===== config.mk =====
export PLATFORM = sky130hd
export DESIGN_NAME = load_store_unit
export DESIGN_NICKNAME = d
export VERILOG_FILES = /design/src/rtl/load_store_unit.sv
export SDC_FILE = /design/constraint.sdc
export NUM_CORES = 1
export LEC_CHECK = 0
export CAP_MARGIN = 0
export CORE_ASPECT_RATIO = 0.75
export CORE_MARGIN = 2
export CORE_UTILIZATION = 25
export DETAILED_ROUTE_END_ITERATION = 8
export HOLD_SLACK_MARGIN = 0.1
export PLACE_DENSITY = 0.43
export SLEW_MARGIN = 20
export SYNTH_ARGS = -nofsm -noshare
export SYNTH_HDL_FRONTEND = slang
export SYNTH_SLANG_ARGS = --single-unit

===== constraint.sdc =====
create_clock -name clk -period 3.2 [get_ports clk]
set_input_delay 0.8 -clock clk [delete_from_list [all_inputs] [get_ports clk]]
set_output_delay 0.8 -clock clk [all_outputs]
set_load 0.03 [all_outputs]

===== src/rtl/load_store_unit.sv =====
// Load/store unit: turns RISC-V byte/half/word accesses into accesses on a
// word-only data memory, with read-modify-write for SB/SH.
//
// Ports:
//   clk, rst            clock, synchronous active-high reset
//   req_valid/req_ready request handshake (ready only while idle)
//   req_we, funct3      store select and access size/sign (000 B .. 101 HU)
//   addr, wdata         byte address and store data
//   rdata, done, err    extended load result, completion pulse, reject flag
//   mem_addr            word index into data memory
//   mem_wdata, mem_rw   write word and write strobe (1 = write this cycle)
//   mem_rdata           combinational memory read data
module load_store_unit #(
  parameter int unsigned MEM_DEPTH = 100
) (
  input  logic        clk,
  input  logic        rst,
  input  logic        req_valid,
  output logic        req_ready,
  input  logic        req_we,
  input  logic [2:0]  funct3,
  input  logic [31:0] addr,
  input  logic [31:0] wdata,
  output logic [31:0] rdata,
  output logic        done,
  output logic        err,
  output logic [31:0] mem_addr,
  output logic [31:0] mem_wdata,
  output logic        mem_rw,
  input  logic [31:0] mem_rdata
);

  typedef enum logic [2:0] {
    IDLE,
    RD,
    WR,
    DONE,
    ERR
  } state_e;

  state_e      state_q, state_d;
  logic        we_q, we_d;
  logic [2:0]  funct3_q, funct3_d;
  logic [31:0] addr_q, addr_d;
  logic [31:0] wdata_q, wdata_d;
  logic [31:0] word_q, word_d;
  logic [31:0] rdata_q, rdata_d;
  logic [31:0] mem_wdata_q, mem_wdata_d;
  logic        legal;

  // Replace the addressed byte/half of w with the low bits of d.
  // Any other size writes the whole word.
  function automatic logic [31:0] merge(
    input logic [31:0] w,
    input logic [31:0] d,
    input logic [2:0]  f,
    input logic [1:0]  o
  );
    logic [31:0] r;
    r = w;
    unique case (f[1:0])
      2'b00:   r[{o, 3'b000} +: 8] = d[7:0];
      2'b01:   r[{o[1], 4'b0000} +: 16] = d[15:0];
      default: r = d;
    endcase
    return r;
  endfunction

  function automatic logic [31:0] extract(
    input logic [31:0] w,
    input logic [2:0]  f,
    input logic [1:0]  o
  );
    logic [7:0]  b;
    logic [15:0] h;
    logic [31:0] r;
    b = w[{o, 3'b000} +: 8];
    h = w[{o[1], 4'b0000} +: 16];
    case (f)
      3'b000:  r = {{24{b[7]}}, b};
      3'b001:  r = {{16{h[15]}}, h};
      3'b100:  r = {24'b0, b};
      3'b101:  r = {16'b0, h};
      default: r = w;
    endcase
    return r;
  endfunction

  always_comb begin
    legal = 1'b0;
    case (funct3)
      3'b000:  legal = 1'b1;
      3'b001:  legal = ~addr[0];
      3'b010:  legal = (addr[1:0] == 2'b00);
      3'b100:  legal = ~req_we;
      3'b101:  legal = ~req_we & ~addr[0];
      default: legal = 1'b0;
    endcase
    if ({2'b00, addr[31:2]} >= MEM_DEPTH)
      legal = 1'b0;
  end

  always_comb begin
    state_d     = state_q;
    we_d        = we_q;
    funct3_d    = funct3_q;
    addr_d      = addr_q;
    wdata_d     = wdata_q;
    word_d      = word_q;
    rdata_d     = rdata_q;
    mem_wdata_d = mem_wdata_q;
    unique case (state_q)
      IDLE: begin
        if (req_valid) begin
          we_d     = req_we;
          funct3_d = funct3;
          addr_d   = addr;
          wdata_d  = wdata;
          if (!legal) begin
            state_d = ERR;
          end else if (req_we && funct3 == 3'b010) begin
            // full-word store needs no read
            state_d     = WR;
            mem_wdata_d = wdata;
          end else begin
            state_d = RD;
          end
        end
      end
      RD: begin
        word_d = mem_rdata;
        if (we_q) begin
          state_d     = WR;
          mem_wdata_d = merge(word_d, wdata_q, funct3_q, addr_q[1:0]);
        end else begin
          state_d = DONE;
          rdata_d = extract(word_d, funct3_q, addr_q[1:0]);
        end
      end
      WR:      state_d = DONE;
      DONE:    state_d = IDLE;
      ERR:     state_d = IDLE;
      default: state_d = IDLE;
    endcase
  end

  always_ff @(posedge clk) begin
    if (rst) begin
      state_q     <= IDLE;
      we_q        <= 1'b0;
      funct3_q    <= 3'b000;
      addr_q      <= 32'h0;
      wdata_q     <= 32'h0;
      word_q      <= 32'h0;
      rdata_q     <= 32'h0;
      mem_wdata_q <= 32'h0;
    end else begin
      state_q     <= state_d;
      we_q        <= we_d;
      funct3_q    <= funct3_d;
      addr_q      <= addr_d;
      wdata_q     <= wdata_d;
      word_q      <= word_d;
      rdata_q     <= rdata_d;
      mem_wdata_q <= mem_wdata_d;
    end
  end

  assign req_ready = (state_q == IDLE);
  assign done      = (state_q == DONE) || (state_q == ERR);
  assign err       = (state_q == ERR);
  assign rdata     = rdata_q;
  assign mem_addr  = {2'b00, addr_q[31:2]};
  assign mem_wdata = mem_wdata_q;
  // gated by rst so a reset edge can never commit a write
  assign mem_rw    = (state_q == WR) && !rst;

endmodule


# After elaboration in Yosys (flattened, before gate mapping)
# Index checks and enable logic that the tools add are counted.
[word_totals] reg_bits=135 wordCells=65
[op_classes] n_addsub=2 n_lt_le_gt_ge=1 eq_ne=16 n_shift=6 muxes=16 bitwise=4 reduce_logical=13
[op_table] cell="$mux 32" n=4
[op_table] cell="$pmux 32 s2" n=2
[op_table] cell="$pmux 32 s4" n=1
[op_table] cell="$bwmux 32" n=2
[op_table] cell="$shift 16x7->32 const A" n=1
[op_table] cell="$shift 8x7->32 const A" n=1
[op_table] cell="$shiftx 16x7->32" n=1
[op_table] cell="$shiftx 32x6->16" n=1
[op_table] cell="$shiftx 32x6->8" n=1
[op_table] cell="$shiftx 8x7->32" n=1
[op_table] cell="$ge 30x7->1 const B" n=1
[op_table] cell="$eq 3x3->1 const B" n=5
[op_table] cell="$neg 5->7" n=2
[op_table] cell="$eq 3x1->1 const B" n=3
[op_table] cell="$eq 3x2->1 const B" n=3
[op_table] cell="$logic_not 3->1" n=3
[op_table] cell="$pmux 3 s3" n=1
[op_table] cell="$mux 3" n=2
[op_table] cell="$pmux 1 s5" n=1
[op_table] cell="$reduce_and 5->1" n=1
[op_table] cell="$logic_not 2->1" n=2
[op_table] cell="$ne 2x1->1 const B" n=2
[op_table] cell="$ne 2x2->1 const B" n=2
[op_table] cell="$reduce_and 2->1" n=2
[op_table] cell="9 further kinds" n=13

# Logic depth before layout (Yosys ltp)
# Gate-level depths: netlist of the first run.
[logic_depth] depth_word=7 mapped_depth=9

# Worst setup path after synthesis of the first run
# OpenSTA, ideal clock, no wires.
[synth_path] kind="input port to output port" start="input rst" end="output mem_rw" t_arrival_ps=1657 path_slack_ps=743 cell_stages=4 cell_sequence="clkbuf_1 -> clkbuf_1 -> nor2_1 -> and2_1"
[synth_via] elab_chain_len=2
[synth_rtl] item="start, declared" line_no="17" source="input logic rst,"
[synth_rtl] item="$logic_not 1->1" line_no="176" source="assign mem_rw = (state_q == WR) && !rst;"
[synth_rtl] item="$logic_and 1x1->1" line_no="176"
[synth_rtl] item="end, declared" line_no="29" source="output logic mem_rw,"
# Every way passes these cells.

# Worst setup path in the final report of the first run
[layout_path] start="register state_q[2]" end="output done"
[layout_via] elab_chain_len=2
[layout_rtl] item="start, declared" line_no="41" source="state_e state_q, state_d;"
[layout_rtl] item="start signal, assigned" line_no="158" source="state_q <= state_d;"
[layout_rtl] item="$eq 3x2->1 or $eq 3x3->1 (tied branches)" line_no="170" source="assign done = (state_q == DONE) || (state_q == ERR);"
[layout_rtl] item="$logic_or 1x1->1 (*)" line_no="170"
[layout_rtl] item="end, declared" line_no="25" source="output logic done,"
# Every way passes the cells marked *; elsewhere a longest branch is shown, timed or not.

==> results.md, run 1 <==
- DRT Wirelength: approximately 28000 um
- Routed vias/inst: 4.871
- Layout cells sized above 1: 10.03%
- Filler cells: 3081
- First-pass GRT wire length: 42690 um
- Nets: 1172
- R2r setup slk: 0.62 ns
- Synthesized area: 7347 um^2
- Worst relative slew slack: 29.50%
- Starting Density: 25.35%
- Crit path time final: 2.867 ns
- Fin. Hold Viols: 0
- Pre-antenna DRT Iters: 5
- Die H: between 150 and 200 um
- DRC marker count from the first detailed-route iteration: 453
- Number of flops mapped to enable cells by yosys: 0
- Post-synthesis async set-or-reset flop share: 0%
- CTS tree: done
- Avg Synthesized Cell Area: 7.986 um^2
- Total die area: 30790 um^2
- All-layer global routing usage: 18.30%
- Antenna Nets Post-Route: 0
- Max IR drop VDD: between 0.0003 and 0.0004 V
- Max-slew violations: 0
- CP endpoint: done
- CP Cell Sequence: nor3b_1, o21bai_1, clkdlybuf4s50_1
- Setup Fix Bufs, Post-CTS: 0
- Setup Skew: 0.009716 ns
- Top FF cell, synth: dfxtp_1
- Slowest cell on the critical path: clkdlybuf4s50_1
- Number of antenna repair diodes: 0
- FF-to-FF Start: addr_q[1]
- #FFs+latches synth: 135
- Dpl hpwl: around 21000 um
- Clk Latency, worst-skew pair: roughly 0.44 ns
- DIE WIDTH: 202.0 um
- CTS root buffer: clkbuf_16
- Number of port buffers: 200
- Pwr/cell area: 447.8 nW/um^2
- Fin crit share: 89.59%
- Core area: approximately 29000 um^2
- Vias in the first global route: 6873
- YS warnings: 0
- Clock transition at the registers of the reported paths: 0.06 ns
- Hold_buf cts: 0
- Outcome: complete, no violations
- Least-Margin Pin Slew: 1.058 ns
- Clock sink total: 135
- Final Cell Area: 10090 um^2
- Global placer's final weighted congestion: 0.8292
- HP Class: reg2reg
- Resized cells post-CTS: 0
- CP max stage delay: 0.71 ns
- Synth cell types: 58
- Endpoint type of the worst setup path: primary output
- CTS buffer count: 17
- Number of I/O pins: 203
- Vias post-DR: 7156
- CP Max Fanout: 6
- Critical Path AT: 2.07 ns
- Final setup TNS: 0 ns
- Placed Area: around 9500 um^2
- Hold Slack: 0.4506 ns
- Initial antenna violation count: 1
- GRT Residual Overflow: 0
- Worst reg2reg path depth: 6
- CP startpoint: state_q[2]
- Setup violations, final: 0
- # DRC: 0
- Hold Crit Start: addr_q[4]
- Fmax achieved: 348.8 MHz
- Unrepaired setup endpoints after global routing: no
- CP Class: reg2out
- Largest net degree at the start of global routing: 87
- Worst Path Required: 2.40 ns
- Startpoint types: flip-flop
- Sequential element share of the synthesized area: 36.78%
- Max-Cap Viols: 0
- FP Rows: 54
- Leakage: 3.568 nW
- H-tree depth: 4
- Area growth from synthesis to layout: 37.28%
- Reg-to-Reg End: mem_wdata[4]
- DR WL/cell: 19.36 um
- Post-Synthesis Cells: just over 900
- Longest Clk Path Bufs: 2
[placed cells by master, fill, tap and decap left out, types with 7 or more instances in the layout]
cell / n
nand2_1: 213
clkdlybuf4s50_1: 199
dfxtp_1: 134
a21oi_1: 89
nor2_1: 70
nand2b_1: 30
mux2i_1: 29
buf_4: 29
nor2b_1: 28
o2111ai_1: 17
a211oi_1: 17
mux2_2: 17
clkbuf_16: 17
nor3_1: 15
o21ai_0: 12
a221oi_1: 12
a211oi_2: 11
a31oi_1: 10
nand3_1: 8
a221o_1: 8
a221oi_2: 8
nand3b_1: 8
o21ai_1: 8
o22a_1: 7
[stage by stage]
step	worst slack (ns)	instances	utilization, %	power [mW]
3_3_place_gp	0.1532	1437	32.72	2.500
4_1_cts	0.2900	1469	34.80	4.574
5_1_grt	0.2235	1469	34.80	4.699
3_5_place_dp	0.1488	1437	32.72	2.501
2_1_floorplan	0.7425	921	-	2.184
6_report	0.3332	1469	34.80	4.517
[layout make-up]
cell class / count / area [um^2] / share of cell area, %
clock inverter: 9 / 122.6 / 1.216
multi-input combinational: 677 / 4046 / 40.12
inverter: 4 / 15.01 / 0.1489
tap: 392 / 490.5 / 4.863
clock buffer: 23 / 478.0 / 4.739
sequential: 135 / 2704 / 26.81
timing repair buffer: 229 / 2230 / 22.11
[metal layers]
| layer | wire [um] | GRT usage [%] | vias to the layer above |
|---|---|---|---|
| met1 | 14810 | 28.20 | 3449 |
| li1 | - | - | 3466 |
| met3 | 1654 | 4.234 | 29 |
| met4 | 353 | 4.552 | 2 |
| met2 | 11610 | 25.09 | 210 |
| met5 | 13 | 0 | - |
[cells in the mapped netlist, types with 10 or more instances]
master,n,share of area (%)
o21ai_0,12,0.82
a221oi_1,12,1.4
buf_2,17,1.2
o2111ai_1,17,2.0
nand2b_1,30,2.6
nor3_1,15,1.0
a31oi_1,10,0.85
nor2_1,70,3.6
nand2_1,214,11
nor2b_1,28,2.4
clkbuf_1,42,2.1
a211oi_1,17,1.7
buf_4,38,3.9
mux2_2,17,2.6
dfxtp_1,135,37
mux2i_1,29,4.0
a211oi_2,11,1.9
a21oi_1,89,6.1
[kinds of logic after synthesis]
logic type,count (synthesis),share of synthesized area [%]
other,1,0.05104
and+or+nand+nor,401,25.00
muxes,52,7.629
DFF,135,36.78
adders and majority gates,5,0.8515
buffers and inverters,109,8.327
AOI/OAI and AO/OA,217,21.36
[sequential cells by signal, indices dropped and copies added, names as in the netlist]
signal and cells:
state_q 3, funct3_q 3, we_q 1, wdata_q 32
rdata 32, addr_q 32, mem_wdata 32
[worst max-delay path: cells and delay by family, from the launching register on]
kind	cells	cell delay, ns
flops	1	0.47
buf+inv	1	0.71
compound gates	1	0.16
simple gates	1	0.30
[where the power goes]
group	total [mW]	internal [mW]	switching [mW]
registers	1.78	1.73	0.0497
clock network	2.05	1.28	0.767
logic	0.687	0.292	0.395
[how the worst min path moves through the flow]
stage                        endpoint  slack (ns)  cells after the start
final                       addr_q[4]        0.45                      2
after global routing        addr_q[8]        0.47                      2
after CTS                    rdata[0]        0.45                      2
after detailed placement     rdata[0]        0.45                      2
after global placement      addr_q[9]        0.44                      2
after floorplan           wdata_q[17]        0.44                      2
No activity file was read; power rests on OpenSTA's default activity.
==> run 2: changes to the inputs <==
--- a/config.mk
+++ b/config.mk
@@ -8,10 +8,10 @@
 export CAP_MARGIN = 0
 export CORE_ASPECT_RATIO = 0.75
 export CORE_MARGIN = 2
-export CORE_UTILIZATION = 25
+export CORE_UTILIZATION = 52
 export DETAILED_ROUTE_END_ITERATION = 8
 export HOLD_SLACK_MARGIN = 0.1
-export PLACE_DENSITY = 0.43
+export PLACE_DENSITY = 0.82
 export SLEW_MARGIN = 20
 export SYNTH_ARGS = -nofsm -noshare
 export SYNTH_HDL_FRONTEND = slang
==> results.md, run 2 (synthesis gave the netlist of run 1 again) <==
- Final Worst Setup Slack: roughly 0.34 ns
- Max-Cap Viols: 0
- Max-slew violations: 0
- Clock transition at the registers of the reported paths: 0.06 ns
- Initial antenna violation count: 0
- HP Class: reg2reg
- Total die area: roughly 15000 um^2
- Hold_buf cts: 0
- Core area: 13750 um^2
- First-pass GRT wire length: 35630 um
- Resized cells post-CTS: 0
- Fin crit share: 89.25%
- Routed vias/inst: 5.884
- Fin. Hold Viols: 0
- Startpoint types: flip-flop
- Worst Path Required: 2.40 ns
- CP Max Fanout: 6
- Number of port buffers: 200
- Pwr/cell area: 456.8 nW/um^2
- Hold Slack: 0.4515 ns
- Antenna Nets Post-Route: 0
- CP max stage delay: 0.71 ns
- Setup Skew: 0.006781 ns
- Endpoint type of the worst setup path: primary output
- Largest net degree at the start of global routing: roughly 100
- Max IR drop VDD: 0.0003570 V
- WP buf/inv: 1
- Crit path time final: 2.856 ns
- H-tree depth: 4
- Most common cell after layout, fill and taps aside: nand2_1
- Final setup TNS: 0 ns
- Number of antenna repair diodes: 0
- CTS tree: done
- Clock sink total: 135
- CTS root buffer: clkbuf_16
- DIE WIDTH: 141.3 um
- CP Class: reg2out
- Vias in the first global route: 6710
- Global placer's final weighted congestion: 0.9655
- Layout cells sized above 1: 9.551%
- Nets: 1163
- Die H: 106.9 um
- Leakage: 3.517 nW
- Worst relative slew slack: 33.49%
- Fmax achieved: around 350 MHz
- Pre-antenna DRT Iters: 6
- # DRC: 0
- Slowest cell on the critical path: clkdlybuf4s50_1
- Dpl hpwl: 16290 um
- CTS buffer count: 17
- Number of I/O pins: 203
- Area growth from synthesis to layout: 32.92%
- Vias post-DR: 7314
- CP top delay family: buffers and inverters
- FP Rows: 37
- CP Cell Sequence: nor3b_1, o21bai_1, clkdlybuf4s50_1
- Placed Area: between 9000 and 10000 um^2
- Total power: 4.461 mW
- DRT Wirelength: 22850 um
- Critical Path AT: 2.06 ns
- R2r setup slk: around 0.64 ns
- Final Cell Area: about 9800 um^2
- Most frequent cells in the layout: nand2_1 (213), clkdlybuf4s50_1 (199), dfxtp_1 (134)
- Outcome: complete, no violations
- All-layer global routing usage: 29.95%
- Filler cells: 1115
- Least-Margin Pin Slew: 0.9976 ns
- Setup violations, final: 0
- DRC marker count from the first detailed-route iteration: 812
- Setup WS pre-CTS: 0.01213 ns
- Setup Fix Bufs, Post-CTS: 0
- Starting Density: 53.44%
- DR WL/cell: 18.38 um
- Clk Latency, worst-skew pair: between 0.4 and 0.5 ns
- Unrepaired setup endpoints after global routing: no
- Longest Clk Path Bufs: 2
- GRT Residual Overflow: 0
==> run 2: worst paths after layout <==
kind | endpoint | cells after the start | from
worst max register to register | mem_wdata[6] | 7 | addr_q[1]
worst min register to register | addr_q[26] | 2 | addr_q[26]
worst max-delay path | done | 3 | state_q[2]
worst min-delay path | addr_q[26] | 2 | addr_q[26]
==> run 2: tightest hold or removal path, delay by kind of cell, from the launching register on <==
kind,cells,cell delay [ns]
flops,1,0.31
simple gates,1,0.05
compound gates,1,0.05
==> run 2: cell type report <==
type	instances	area (um^2)	share of cell area, %
clock buffers	19	442.9	4.536
clock inverters	13	170.2	1.742
inverters	4	15.01	0.1537
repair buffers	220	2162	22.14
multi-input cells	677	4053	41.50
well taps	175	219.0	2.242
flip-flops and latches	135	2704	27.69
==> run 2: metrics by stage <==
step | util (%) | cells
after floorplan | - | 921
after global placement | 66.52 | 1211
after detailed placement | 66.52 | 1211
after CTS | 70.98 | 1243
after global routing | 71.03 | 1243
final | 71.03 | 1243
==> run 2: power by group <==
| part | switching (mW) | internal (mW) |
|---|---|---|
| logic | 0.360 | 0.285 |
| clock network | 0.775 | 1.26 |
| registers | 0.0529 | 1.73 |
==> run 2: routing by layer <==
metal  up-vias  global-route usage, %  part of all wire (%)
met2       424                  45.46                    43
met4         0                  7.571                   1.4
met3        30                  5.449                    11
met5         -                      0                     0
li1       3449                      -                     -
met1      3411                  43.94                    44
==> run 3: changes to the inputs <==
==> constraint.sdc (replaced) <==
create_clock -name clk -period 3.5 [get_ports clk]
set_input_delay 0.875 -clock clk [delete_from_list [all_inputs] [get_ports clk]]
set_output_delay 0.875 -clock clk [all_outputs]
set_load 0.03 [all_outputs]
==> results.md, run 3 (synthesis gave the netlist of run 1 again) <==
- DIE WIDTH: 141.3 um
- DRT Wirelength: 23280 um
- Max-slew violations: 0
- Endpoint type of the worst setup path: flip-flop
- Hold EP: addr_q[26]
- Resized cells post-CTS: 0
- Die H: ~110 um
- Starting Density: between 50 and 60%
- Initial antenna violation count: 0
- Nets: 1160
- CTS tree: done
- Largest net degree at the start of global routing: just under 90
- Leakage: 3.470 nW
- Cells after DPL: roughly 1200
- GRT Residual Overflow: 0
- H-tree depth: 4
- Most common cell after layout, fill and taps aside: nand2_1
- Outcome: complete, no violations
- Hold Crit Start: addr_q[26]
- Hold Slack: 0.4521 ns
- Final Worst Setup Slack: 0.5448 ns
- Layout cells sized above 1: 9.305%
- DR WL/cell: 18.79 um
- DRC marker count from the first detailed-route iteration: 710
- CP Class: in2reg
- Final non-filler cell total: 1239
- Fmax achieved: 338.4 MHz
- WHS Path Cells: 2
- Clock transition at the registers of the reported paths: roughly 0.06 ns
- Number of antenna repair diodes: 0
- CTS root buffer: clkbuf_16
- Worst reg2reg path depth: 7
- Crit path time final: 2.955 ns
- All-layer global routing usage: 30.84%
- Pre-antenna DRT Iters: 5
- FP Rows: 37
- Antenna Nets Post-Route: 0
- HP Class: reg2reg
- Total power: 3.943 mW
- Hold_buf cts: 0
- Routed vias/inst: 5.897
- CP Max Fanout: 23
- Reg-to-Reg End: mem_wdata[6]
- Total die area: 15110 um^2
- Clock sink total: between 100 and 150
- Setup Fix Bufs, Post-CTS: 0
- Worst Path Required: 3.85 ns
- Fin. Hold Viols: 0
- Clk Latency, worst-skew pair: 0.42 ns
- # DRC: 0
- Most frequent cells in the layout: nand2_1 (213), clkdlybuf4s50_1 (199), dfxtp_1 (134)
- Vias in the first global route: ~6800
- Final setup TNS: 0 ns
- R2r setup slk: 0.72 ns
- Unrepaired setup endpoints after global routing: no
- CTS buffer count: 17
- Area growth from synthesis to layout: 31.74%
- Critical Path AT: 3.30 ns
- Startpoint types: input pin
- Setup Skew: 0.005813 ns
- Pwr/cell area: ~410 nW/um^2
- FF-to-FF Start: addr_q[0]
- Number of port buffers: 200
- Core area: between 10000 and 15000 um^2
- Least-Margin Pin Slew: 0.9498 ns
- Longest Clk Path Bufs: 2
- First-pass GRT wire length: approximately 37000 um
- Setup violations, final: 0
- Max IR drop VDD: roughly 0.00032 V
- Dpl hpwl: 16310 um
- Max-Cap Viols: 0
- Fin crit share: between 80 and 90%
- Worst relative slew slack: between 30% and 40%
- Global placer's final weighted congestion: 0.9802
- Number of I/O pins: 203
- Vias post-DR: 7307
- Setup WS pre-CTS: 0.1225 ns
-- run 3: changes by cell type in the layout (fill, tap and decap cells not counted) --
| cell | previous run | this run |
|---|---|---|
| clkinv_2 | 1 | 2 |
| buf_12 | 1 | 0 |
| clkbuf_1 | 1 | 0 |
| inv_6 | 3 | 4 |
| bufinv_16 | 3 | 1 |
| buf_4 | 20 | 18 |
| clkinv_4 | 3 | 2 |
| clkinvlp_4 | 3 | 4 |
-- run 3: cell type report --
| type | instances | area [um^2] |
|---|---|---|
| Tap cell | 175 | 219.0 |
| Fill cell | 1153 | 4070 |
| Sequential cell | 135 | 2704 |
| Clock inverter | 13 | 122.6 |
| Timing Repair Buffer | 217 | 2127 |
| Multi-Input combinational cell | 677 | 4053 |
| Inverter | 4 | 15.01 |
| Clock buffer | 18 | 439.2 |
-- run 3: metrics by stage --
stage	util (%)	area (um^2)
2_1_floorplan	-	7351
3_3_place_gp	66.27	9111
3_5_place_dp	66.27	9111
4_1_cts	70.35	9673
5_1_grt	70.40	9679
6_report	70.40	9679
-- run 3: layer usage --
| metal | vias up | track usage [%] | share of wire (%) | wire (um) |
|---|---|---|---|---|
| li1 | 3446 | - | - | - |
| met1 | 3436 | 44.67 | 45 | 10380 |
| met2 | 381 | 45.63 | 43 | 9960 |
| met3 | 44 | 7.459 | 11 | 2525 |
| met4 | 0 | 8.786 | 1.8 | 413 |
| met5 | - | 0 | 0 | 0 |
-- run 3: worst max-delay path: stages --
cell             delay [ns]
clkdlybuf4s50_1        0.48
o311ai_0               0.27
and3_1                 0.31
a31oi_4                0.78
buf_4                  0.35
mux2i_1                0.21
-- run 3: where the power goes --
group	leakage, nW	internal (mW)	total, mW	switching (mW)
clock	0.266	0.999	1.72	0.721
combinational	2.11	0.259	0.590	0.331
sequential	1.10	1.58	1.63	0.0497
-- run 3: how the worst max path moves through the flow --
| stage | start | to | slack (ns) |
|---|---|---|---|
| global placement | addr[4] | mem_wdata[9] | 0.22 |
| detailed placement | addr[5] | mem_wdata[7] | 0.12 |
| CTS | state_q[2] | done | 0.53 |
| finish | addr[5] | mem_wdata[16] | 0.54 |
| floorplan | rst | mem_rw | 0.89 |
| global route | state_q[2] | done | 0.45 |
